### src/rtl/mult_pkg.sv
`default_nettype none
// ============================================================================
//  Module   : mult_pkg
//  Purpose  : Shared definitions for the MULT/HI/LO result stage: FSM state
//             encoding, default operand width and watchdog limit, and the
//             bit positions of the HI and LO halves within the product.
//  Ports    : none (package)
//  Revision : 1.0 - initial release
// ============================================================================
package mult_pkg;

  typedef enum logic [1:0] {
    S_IDLE   = 2'd0,
    S_LAUNCH = 2'd1,
    S_WAIT   = 2'd2
  } state_t;

  localparam int unsigned c_DEF_WIDTH   = 16;
  localparam int unsigned c_DEF_TIMEOUT = 64;

  // LO occupies the bottom WIDTH bits of the product.
  localparam int unsigned c_LO_BASE = 0;

  // HI starts directly above LO, so its base is the operand width.
  function automatic int unsigned hi_base(input int unsigned width);
    return width;
  endfunction

endpackage
`default_nettype wire

### src/rtl/mult_timeout_ctr.sv
`default_nettype none
// ============================================================================
//  Module   : mult_timeout_ctr
//  Purpose  : Watchdog for an in-flight multiply. Counts enabled cycles and
//             reports expiry on the cycle that would make the count reach
//             TIMEOUT, so the owning FSM can abort on that same edge.
//  Ports    : clk       - clock
//             rst       - synchronous active-high reset
//             i_clear   - restart the count (dominates i_enable)
//             i_enable  - count this cycle
//             o_expired - this enabled cycle is the TIMEOUT-th one
//  Revision : 1.0 - initial release
// ============================================================================
module mult_timeout_ctr
  import mult_pkg::*;
#(
  parameter int unsigned TIMEOUT = c_DEF_TIMEOUT
) (
  input  logic clk,
  input  logic rst,
  input  logic i_clear,
  input  logic i_enable,
  output logic o_expired
);

  localparam int unsigned c_CW = $clog2(TIMEOUT + 1);

  logic [c_CW-1:0] r_count;
  logic            w_at_limit;

  // The count holds the number of enabled cycles already completed; when it
  // equals TIMEOUT-1 the current enabled cycle is the last one allowed.
  assign w_at_limit = (r_count == c_CW'(TIMEOUT - 1));
  assign o_expired  = i_enable & w_at_limit;

  always_ff @(posedge clk) begin
    if (rst) begin
      r_count <= '0;
    end else if (i_clear) begin
      r_count <= '0;
    end else if (i_enable && !w_at_limit) begin
      r_count <= r_count + c_CW'(1);
    end
  end

endmodule
`default_nettype wire

### src/rtl/mult_hilo_unit.sv
`default_nettype none
// ============================================================================
//  Module   : mult_hilo_unit
//  Purpose  : Control/result stage around a sequential WIDTH x WIDTH
//             multiplier. Accepts MULT, launches the multiplier, captures the
//             unsigned 2*WIDTH product into HI/LO, serves MFHI/MFLO reads and
//             stalls the pipeline while a multiply is in flight. A watchdog
//             aborts a multiply that never completes and raises a sticky flag.
//  Ports    : Clk, Rst                 - clock, synchronous active-high reset
//             Mult_Req, Op_A, Op_B     - MULT request and operands
//             Mfhi_Req, Mflo_Req       - HI/LO read requests (HI wins)
//             Mul_St                   - multiplier start
//             Mul_Multiplicando/_dor   - latched operands to multiplier
//             Mul_Done, Mul_Idle       - multiplier status
//             Mul_Produto              - multiplier result
//             Stall, Busy              - pipeline stall, FSM not idle
//             Rd_Data, Rd_Valid        - read result and its qualifier
//             Timeout_Err              - sticky watchdog error
//  Revision : 1.0 - initial release
// ============================================================================
module mult_hilo_unit
  import mult_pkg::*;
#(
  parameter int unsigned WIDTH   = c_DEF_WIDTH,
  parameter int unsigned TIMEOUT = c_DEF_TIMEOUT
) (
  input  logic               Clk,
  input  logic               Rst,
  input  logic               Mult_Req,
  input  logic [WIDTH-1:0]   Op_A,
  input  logic [WIDTH-1:0]   Op_B,
  input  logic               Mfhi_Req,
  input  logic               Mflo_Req,
  output logic               Mul_St,
  output logic [WIDTH-1:0]   Mul_Multiplicando,
  output logic [WIDTH-1:0]   Mul_Multiplicador,
  input  logic               Mul_Done,
  input  logic               Mul_Idle,
  input  logic [2*WIDTH-1:0] Mul_Produto,
  output logic               Stall,
  output logic               Busy,
  output logic [WIDTH-1:0]   Rd_Data,
  output logic               Rd_Valid,
  output logic               Timeout_Err
);

  localparam int unsigned c_HI_LSB = hi_base(WIDTH);
  localparam int unsigned c_LO_LSB = c_LO_BASE;

  state_t           r_state;
  logic [WIDTH-1:0] r_hi;
  logic [WIDTH-1:0] r_lo;
  logic [WIDTH-1:0] r_op_a;
  logic [WIDTH-1:0] r_op_b;
  logic             r_mul_st;
  logic [WIDTH-1:0] r_rd_data;
  logic             r_rd_valid;
  logic             r_timeout_err;

  logic w_idle;
  logic w_busy;
  logic w_accept;
  logic w_expired;

  assign w_idle   = (r_state == S_IDLE);
  assign w_busy   = ~w_idle;
  assign w_accept = w_idle & Mult_Req & Mul_Idle;

  // Any request while busy must wait; a MULT in IDLE also waits while the
  // multiplier is still finishing something of its own.
  assign Stall = (w_busy & (Mult_Req | Mfhi_Req | Mflo_Req))
               | (w_idle & Mult_Req & ~Mul_Idle);

  assign Busy              = w_busy;
  assign Mul_St            = r_mul_st;
  assign Mul_Multiplicando = r_op_a;
  assign Mul_Multiplicador = r_op_b;
  assign Rd_Data           = r_rd_data;
  assign Rd_Valid          = r_rd_valid;
  assign Timeout_Err       = r_timeout_err;

  mult_timeout_ctr #(
    .TIMEOUT (TIMEOUT)
  ) u_timeout_ctr (
    .clk       (Clk),
    .rst       (Rst),
    .i_clear   (w_accept),
    .i_enable  (w_busy),
    .o_expired (w_expired)
  );

  always_ff @(posedge Clk) begin
    if (Rst) begin
      r_state       <= S_IDLE;
      r_hi          <= '0;
      r_lo          <= '0;
      r_op_a        <= '0;
      r_op_b        <= '0;
      r_mul_st      <= 1'b0;
      r_rd_data     <= '0;
      r_rd_valid    <= 1'b0;
      r_timeout_err <= 1'b0;
    end else begin
      r_rd_valid <= 1'b0;

      unique case (r_state)
        S_IDLE: begin
          // Reads see HI/LO as they are now, even if a MULT is accepted on
          // the same edge.
          if (Mfhi_Req || Mflo_Req) begin
            r_rd_data  <= Mfhi_Req ? r_hi : r_lo;
            r_rd_valid <= 1'b1;
          end
          if (w_accept) begin
            r_op_a   <= Op_A;
            r_op_b   <= Op_B;
            r_mul_st <= 1'b1;
            r_state  <= S_LAUNCH;
          end
        end

        S_LAUNCH: begin
          if (w_expired) begin
            r_timeout_err <= 1'b1;
            r_mul_st      <= 1'b0;
            r_state       <= S_IDLE;
          end else if (!Mul_Idle) begin
            // Multiplier has left idle, so it has taken the start.
            r_mul_st <= 1'b0;
            r_state  <= S_WAIT;
          end
        end

        S_WAIT: begin
          // A completion on the final allowed cycle still counts.
          if (Mul_Done) begin
            r_hi    <= Mul_Produto[c_HI_LSB +: WIDTH];
            r_lo    <= Mul_Produto[c_LO_LSB +: WIDTH];
            r_state <= S_IDLE;
          end else if (w_expired) begin
            r_timeout_err <= 1'b1;
            r_state       <= S_IDLE;
          end
        end

        default: begin
          r_mul_st <= 1'b0;
          r_state  <= S_IDLE;
        end
      endcase
    end
  end

endmodule
`default_nettype wire

### config.mk
export PLATFORM = sky130hd
export DESIGN_NAME = mult_hilo_unit
export DESIGN_NICKNAME = d
export VERILOG_FILES = /design/src/rtl/mult_pkg.sv /design/src/rtl/mult_timeout_ctr.sv /design/src/rtl/mult_hilo_unit.sv
export SDC_FILE = /design/constraint.sdc
export NUM_CORES = 1
export LEC_CHECK = 0
export ABC_AREA = 1
export CAP_MARGIN = 10
export CORE_UTILIZATION = 48
export DETAILED_ROUTE_END_ITERATION = 10
export PLACE_DENSITY = 0.86
export RECOVER_POWER = 25
export SLEW_MARGIN = 30
export SYNTH_ARGS = -nofsm -noshare
export SYNTH_HDL_FRONTEND = slang
export SYNTH_SLANG_ARGS = --single-unit
### constraint.sdc
create_clock -name Clk -period 1.87 [get_ports Clk]
set_input_delay 0.4675 -clock Clk [delete_from_list [all_inputs] [get_ports Clk]]
set_output_delay 0.4675 -clock Clk [all_outputs]
set_load 0.01 [all_outputs]
==> summary.md, run 1 <==
| Metric | Value |
|---|---|
| Most common cell in the synthesized netlist | nor2_1 |
| Die height | around 88 um |
| Slew at the pin closest to its max-slew limit | roughly 0.73 ns |
| Detail Placement HPWL | 5890 um |
| Setup ws final | 0.0844 ns |
| Setup Skew | between 0.009 and 0.01 ns |
| Antenna diodes | 0 |
| Grt met3 use | 0.0320 |
| Worst Path Max Fanout | 2 |
| Worst-case clock buffer depth | 2 |
| Area contributors post-synth | dfxtp_1 (52%), o21ai_0 (11%), nor2_1 (11%), a21oi_1 (5.6%), inv_1 (4.8%) |
| Yosys top cell area share | 0.518 |
| Antenna viol nets, final | 0 |
| Top post-synthesis cells by count | nor2_1 (105), dfxtp_1 (92), o21ai_0 (79) |
| Reg clk slew, reported paths | around 0.090 ns |
| Worst setup EP type | output port |
| Mapped Area | about 0.0036 mm^2 |
| Num CTS Buffers | 9 |
| Power per cell area | approximately 850 mW/mm^2 |
| Share of layout cells above drive strength 1 | 0.0830 |
| Final layout net count | 645 |
| PortBufs | approximately 120 |
| DR WL/cell | ~12 um |
| Std-Cell Core Area | between 0.006 and 0.007 mm^2 |
| Pre-antenna DRT Iters | 4 |
| Total GRT Usage | 0.223 |
| Count of cell types in the netlist | 24 |
| Final Util | 0.729 |
| Final Slew Violations | 0 |
| Crit start category | input pin |
| Syn Area/Cell | 7.81 um^2 |
| # DRC | 0 |
| CTS tree | done |
| Clock Latency Late Sink | about 0.35 ns |
| Setup violations, final | 0 |
| YS warnings | 0 |
| Total grt overflow | 0 |
| Main synth FF type | dfxtp_1 |
| Largest net degree at the start of global routing | 65 |
| Die ar. | between 0.007 and 0.008 mm^2 |
| Antenna violations before repair | 0 |
| Area growth, synth to finish | 43.3% |
| Starting Density | 0.509 |
| Clk sinks | 92 |
| Setup_tns | 0 ns |
| Number of global-route vias before repair | 3194 |
| Vias/cell | about 4.9 |
| Post-synth top area cell | dfxtp_1 |
| Fmax | 0.560 GHz |
| Post-Syn Nets | between 500 and 600 |
| RSZ-0062 raised after global routing | false |
| Final Cycle Share | 0.955 |
| EDFF count, synth | 0 |
| Clk root buf | clkbuf_8 |
| Row cnt | 30 |
| CP required | between 1 and 1.5 ns |
| Max-cap violations | 0 |
| Setup Buffers After CTS | 0 |
| Storage cell area | 0.00184 mm^2 |
| M1 GR Usage | 0.249 |
| Seq cells post-synth | 92 |
| Fillers | roughly 540 |
| First-pass GRT wire length | 13600 um |
| Post-synthesis cell count | approximately 460 |
| Htree depth | 3 |
| Final WL | 8260 um |
| Pre-CTS setup slack | -0.413 ns |
| Met2 Usage GRT | 0.426 |
| Crit Path Category | in -> out |
| Maximum vdd drop | roughly 0.00046 V |
| Area of the multi-input gates | 0.00142 mm^2 |
| Period minus WS final | 1.79 ns |
| LEAKAGE | 2.01 nW |
| Ports | between 100 and 150 |
| Critical Path AT | about 1.3 ns |
| Cts hold-fix bufs | 0 |
| Sequential area share after synthesis | 0.518 |
| Hold Vio Cnt, Final | 0 |
| Status | complete, no violations |
| Via count | approximately 3300 |
| Hold Crit Class | reg -> reg |
| Width of the die | around 88 um |
| Gr busiest metal | met2 |
| Initial DRC Count | 140 |
| Max_slew headroom | 0.512 |
| Final GP Congestion | ~0.76 |
| Asr flop ratio synth | 0 |
registers in the layout (all words and copies together) (netlist names):
| signal | count |
|---|---|
| Mul_Multiplicando | 16 |
| Mul_Multiplicador | 16 |
| u_timeout_ctr.r_count | 7 |
| Mul_St | 1 |
| Rd_Valid | 1 |
| r_lo | 16 |
| Timeout_Err | 1 |
| r_state | 2 |
| Rd_Data | 16 |
| r_hi | 16 |
kinds of logic (layout without fill, tap and decap cells):
family / Yosys count / after routing / synth area share
simple gates: 145 / 145 / 0.164
flops: 92 / 92 / 0.518
buf+inv: 74 / 197 / 0.0845
compound gates: 141 / 141 / 0.224
xor+xnor: 2 / 2 / 0.00493
fa+ha+maj: 1 / 1 / 0.00352
through the flow:
| step | area (um^2) | instances | hold WS [ns] | total power (W) |
|---|---|---|---|---|
| final | 5090 | 674 | 0.445 | 0.00434 |
| after detailed placement | 4900 | 658 | 0.436 | 0.00307 |
| after CTS | 5100 | 674 | 0.450 | 0.00437 |
| after global routing | 5090 | 674 | 0.472 | 0.00453 |
| after floorplan | 3550 | 455 | 0.424 | 0.00261 |
| after global placement | 4900 | 658 | 0.431 | 0.00304 |
repair_timing:
action,4_1_cts,5_1_grt
pin swaps,1,0
setup endpoints to repair,2,1
gates resized for setup,7,4
critical path, cell delays in order:
cell             delay [ns]
clkdlybuf4s50_1        0.46
o21ai_2                0.15
nand2_1                0.07
inv_1                  0.05
buf_2                  0.12
cells in the final DEF (no fill, tap or decap), drive strengths merged:
| cell | synthesis | routed |
|---|---|---|
| o21bai | 1 | 1 |
| dlygate4sd2 | 0 | 1 |
| clkinvlp | 0 | 2 |
| xor2 | 2 | 2 |
| nand4 | 2 | 2 |
| dlygate4sd3 | 0 | 1 |
| nand3 | 3 | 3 |
| clkinv | 0 | 3 |
| a21oi | 40 | 40 |
| clkdlybuf4s50 | 0 | 119 |
| o21ai | 83 | 83 |
| bufinv | 0 | 1 |
| clkbuf | 16 | 11 |
| nor3 | 1 | 1 |
| dlymetal6s2s | 0 | 1 |
| nor2 | 108 | 108 |
| inv | 48 | 48 |
| ha | 1 | 1 |
| a211oi | 17 | 17 |
| nand2 | 31 | 31 |
| dfxtp | 92 | 92 |
| buf | 10 | 10 |
where the power goes:
part | internal, W | switching (W) | total [W]
clock | 0.000652 | 0.000670 | 0.00132
combinational | 0.000440 | 0.000394 | 0.000834
sequential | 0.00211 | 0.0000757 | 0.00218
total | 0.00320 | 0.00114 | 0.00434
layer usage:
layer / part of all wire / routed length (um)
met2: 0.51 / 4190
met4: 0.0090 / 74
met5: 0 / 0
met1: 0.43 / 3590
met3: 0.050 / 415
area by class of cell:
| class | instances | area share |
|---|---|---|
| Sequential cell | 92 | 0.362 |
| Multi-Input combinational cell | 289 | 0.278 |
| Timing Repair Buffer | 133 | 0.261 |
| Inverter | 48 | 0.0359 |
| Clock buffer | 10 | 0.0270 |
| Tap cell | 96 | 0.0236 |
| Clock inverter | 6 | 0.0125 |
path summary, 6_finish.rpt:
path	from	end	slack [ns]	depth (start not counted)
worst max-delay path	Mul_Idle	Stall	0.08	5
worst min-delay path	r_hi[0]	r_hi[0]	0.45	2
worst max register to register	r_state[1]	Rd_Data[1]	0.31	7
worst min register to register	r_hi[0]	r_hi[0]	0.45	2
Note: power is estimated with default switching activity, not from simulation.
==> run 2: changes to the inputs <==
Settings changed: CORE_MARGIN set to 5, HOLD_SLACK_MARGIN set to 0.02.
==> summary.md, run 2 (same netlist as run 1, synthesis figures left out) <==
| Metric | Value |
|---|---|
| Status | complete, no violations |
| Period minus WS final | 1.77 ns (-0.0151 ns) |
| Clock Power Share | 0.330 (+0.025) |
| Share of layout cells above drive strength 1 | 0.0745 (-0.00852) |
| Int Power | 0.00334 W (+4.5%) |
| Pwr Total | 0.00449 W (+3.4%) |
| Fillers | 598 (+11%) |
| Vias/cell | 4.88 (-0.81%) |
| Detail Placement HPWL | 6210 um (+5.5%) |
| Final WL | 8590 um (+4.0%) |
| Die ar. | 0.00922 mm^2 (+19%) |
| Max_slew headroom | 0.514 (+0.00148) |
| LEAKAGE | 2.01 nW (+0.35%) |
| Ports | 124 (unchanged) |
| Maximum vdd drop | 0.000468 V (+0.91%) |
| Critical Path AT | 1.30 ns (-0.02 ns) |
| Setup Skew | 0.0146 ns (+0.00486 ns) |
| Min Hold Slack | 0.454 ns (+0.00888 ns) |
| Starting Density | 0.492 (-0.0164) |
| Number of global-route vias before repair | 3229 (+1.1%) |
| Clk sinks | 92 (unchanged) |
| Crit Path Category | in -> out |
| CP max stage cell | clkdlybuf4s50_1 |
| RSZ-0062 raised after global routing | false |
| Final Cycle Share | 0.947 (-0.00806) |
| Worst-case clock buffer depth | 2 (unchanged) |
| Reg clk slew, reported paths | 0.08 ns (about the same) |
| Total grt overflow | 0 (unchanged) |
| Row cnt | 31 (+3.3%) |
| Via count | 3302 (-0.51%) |
| Top delay family on crit path | buffers and inverters |
| Commonest cells after routing, fill and taps aside | clkdlybuf4s50_1 (119), nor2_1 (105), dfxtp_1 (91) |
| Die height | 96.0 um (+9.1%) |
| Comb power frac | 0.184 (-0.008) |
| Setup Buffers After CTS | 0 (unchanged) |
| Total GRT Usage | 0.192 (-0.0314) |
| Final layout net count | 644 (-0.16%) |
| First-pass GRT wire length | 14100 um (+3.8%) |
| Power per cell area | 878 mW/mm^2 (+3.1%) |
| Area of the multi-input gates | 0.00141 mm^2 (-0.44%) |
| Hold Crit Class | reg -> reg |
| PortBufs | 123 (unchanged) |
| CTS tree | done |
| Bufs and invs on worst path | 3 (unchanged) |
| Crit path cell chain | clkdlybuf4s50_1 > nor2_1 > nand2_1 > nand2_1 > inv_1 > buf_2 |
| Antenna diodes | 0 (unchanged) |
| Switch share | 0.255 (-0.00736) |
| Fmax | 0.565 GHz (+0.85%) |
| Clock Latency Late Sink | 0.35 ns (about the same) |
| DR WL/cell | 12.7 um (+3.7%) |
| Antenna viol nets, final | 0 (unchanged) |
| Worst path most repeated cell | nand2_1 |
| Num CTS Buffers | 9 (unchanged) |
| # DRC | 0 (unchanged) |
| Antenna violations before repair | 0 (unchanged) |
| Initial DRC Count | 89 (-36%) |
| Slew at the pin closest to its max-slew limit | 0.729 ns (-0.00222 ns) |
| Area growth, synth to finish | 43.8% |
| Setup ws final | 0.0995 ns (+0.0151 ns) |
| Pre-antenna DRT Iters | 5 (+1) |
| Max-cap violations | 0 (unchanged) |
| Std-Cell Core Area | 0.00721 mm^2 (+3.3%) |
| Commonest non-fill, non-tap cell in the layout | clkdlybuf4s50_1 |
| Storage cell area | 0.00184 mm^2 (unchanged) |
| CP required | 1.40 ns (about the same) |
| Worst setup EP type | output port |
| Fraction of power consumed by sequential logic | 0.486 (-0.017) |
| Largest net degree at the start of global routing | 65 (unchanged) |
| Final Slew Violations | 0 (unchanged) |
| Hold Vio Cnt, Final | 0 (unchanged) |
| Pre-CTS setup slack | -0.384 ns (+0.0286 ns) |
| Width of the die | 96.0 um (+9.1%) |
| Setup violations, final | 0 (unchanged) |
| Final GP Congestion | 0.756 (-0.33%) |
| Htree depth | 3 (unchanged) |
| Clk root buf | clkbuf_8 |
| Crit-path max cell delay | 0.42 ns (-0.04 ns) |
| Crit start category | input pin |
| Worst Path Max Fanout | 2 (unchanged) |
| Psw | 0.00115 W (+0.52%) |
## run 2: cell types whose count changed in the layout (fill, tap and decap cells not counted), sizes merged
cell / before / now
buf: 10 / 8
bufinv: 1 / 2
clkbuf: 11 / 12
clkinv: 3 / 1
clkinvlp: 2 / 1
inv: 48 / 50
## run 2: metrics by stage
| stage | instance area [um^2] | utilization | setup TNS [ns] | cells |
|---|---|---|---|---|
| after global routing | 5110 | 0.708 | 0 | 676 |
| after floorplan | 3550 | - | 0 | 455 |
| final | 5110 | 0.708 | 0 | 676 |
| after global placement | 4900 | 0.679 | -0.458 | 660 |
| after detailed placement | 4900 | 0.679 | -1.31 | 660 |
| after CTS | 5120 | 0.710 | 0 | 676 |
## run 2: routing by layer
metal	wire length (um)	GRT usage
met5	0	0
met1	3540	0.221
met4	92	0.0581
met2	4260	0.347
met3	693	0.0477
## run 2: final timing paths
path	start	to	slack, ns	cells past startpoint
setup / recovery	Mfhi_Req	Stall	0.1	6
hold reg to reg	r_lo[11]	r_lo[11]	0.45	2
hold / removal	r_lo[11]	r_lo[11]	0.45	2
setup reg to reg	u_timeout_ctr.r_count[0]	u_timeout_ctr.r_count[5]	0.35	8
## run 2: worst reg2reg max path, cell delays in order (launching register included)
cell	delay (ns)
dfxtp_1	0.42
ha_1	0.22
inv_1	0.05
nor2_1	0.13
nand2_1	0.13
nand2_1	0.19
inv_1	0.13
nand2_1	0.09
a21oi_1	0.06
## run 2: cell type report
cell class	count	share of cell area
Sequential cell	92	0.361
Tap cell	99	0.0243
Clock buffer	10	0.0269
Multi-Input combinational cell	289	0.276
Inverter	48	0.0358
Timing Repair Buffer	132	0.258
Clock inverter	6	0.0184
## run 2: power by group through the flow
| stage | logic, W | registers, W | clock network, W |
|---|---|---|---|
| 2_1_floorplan | 0.000348 | 0.00226 | 0 |
| 3_3_place_gp | 0.000822 | 0.00222 | 0 |
| 3_5_place_dp | 0.000839 | 0.00223 | 0 |
| 4_1_cts | 0.000843 | 0.00218 | 0.00152 |
| 5_1_grt | 0.000911 | 0.00220 | 0.00160 |
| 6_report | 0.000825 | 0.00218 | 0.00148 |
## run 2: repair_timing
item | CTS | global route
gates resized for setup | 7 | 1
endpoints found under the setup margin | 2 | 1
hold buffers | 0 | 0
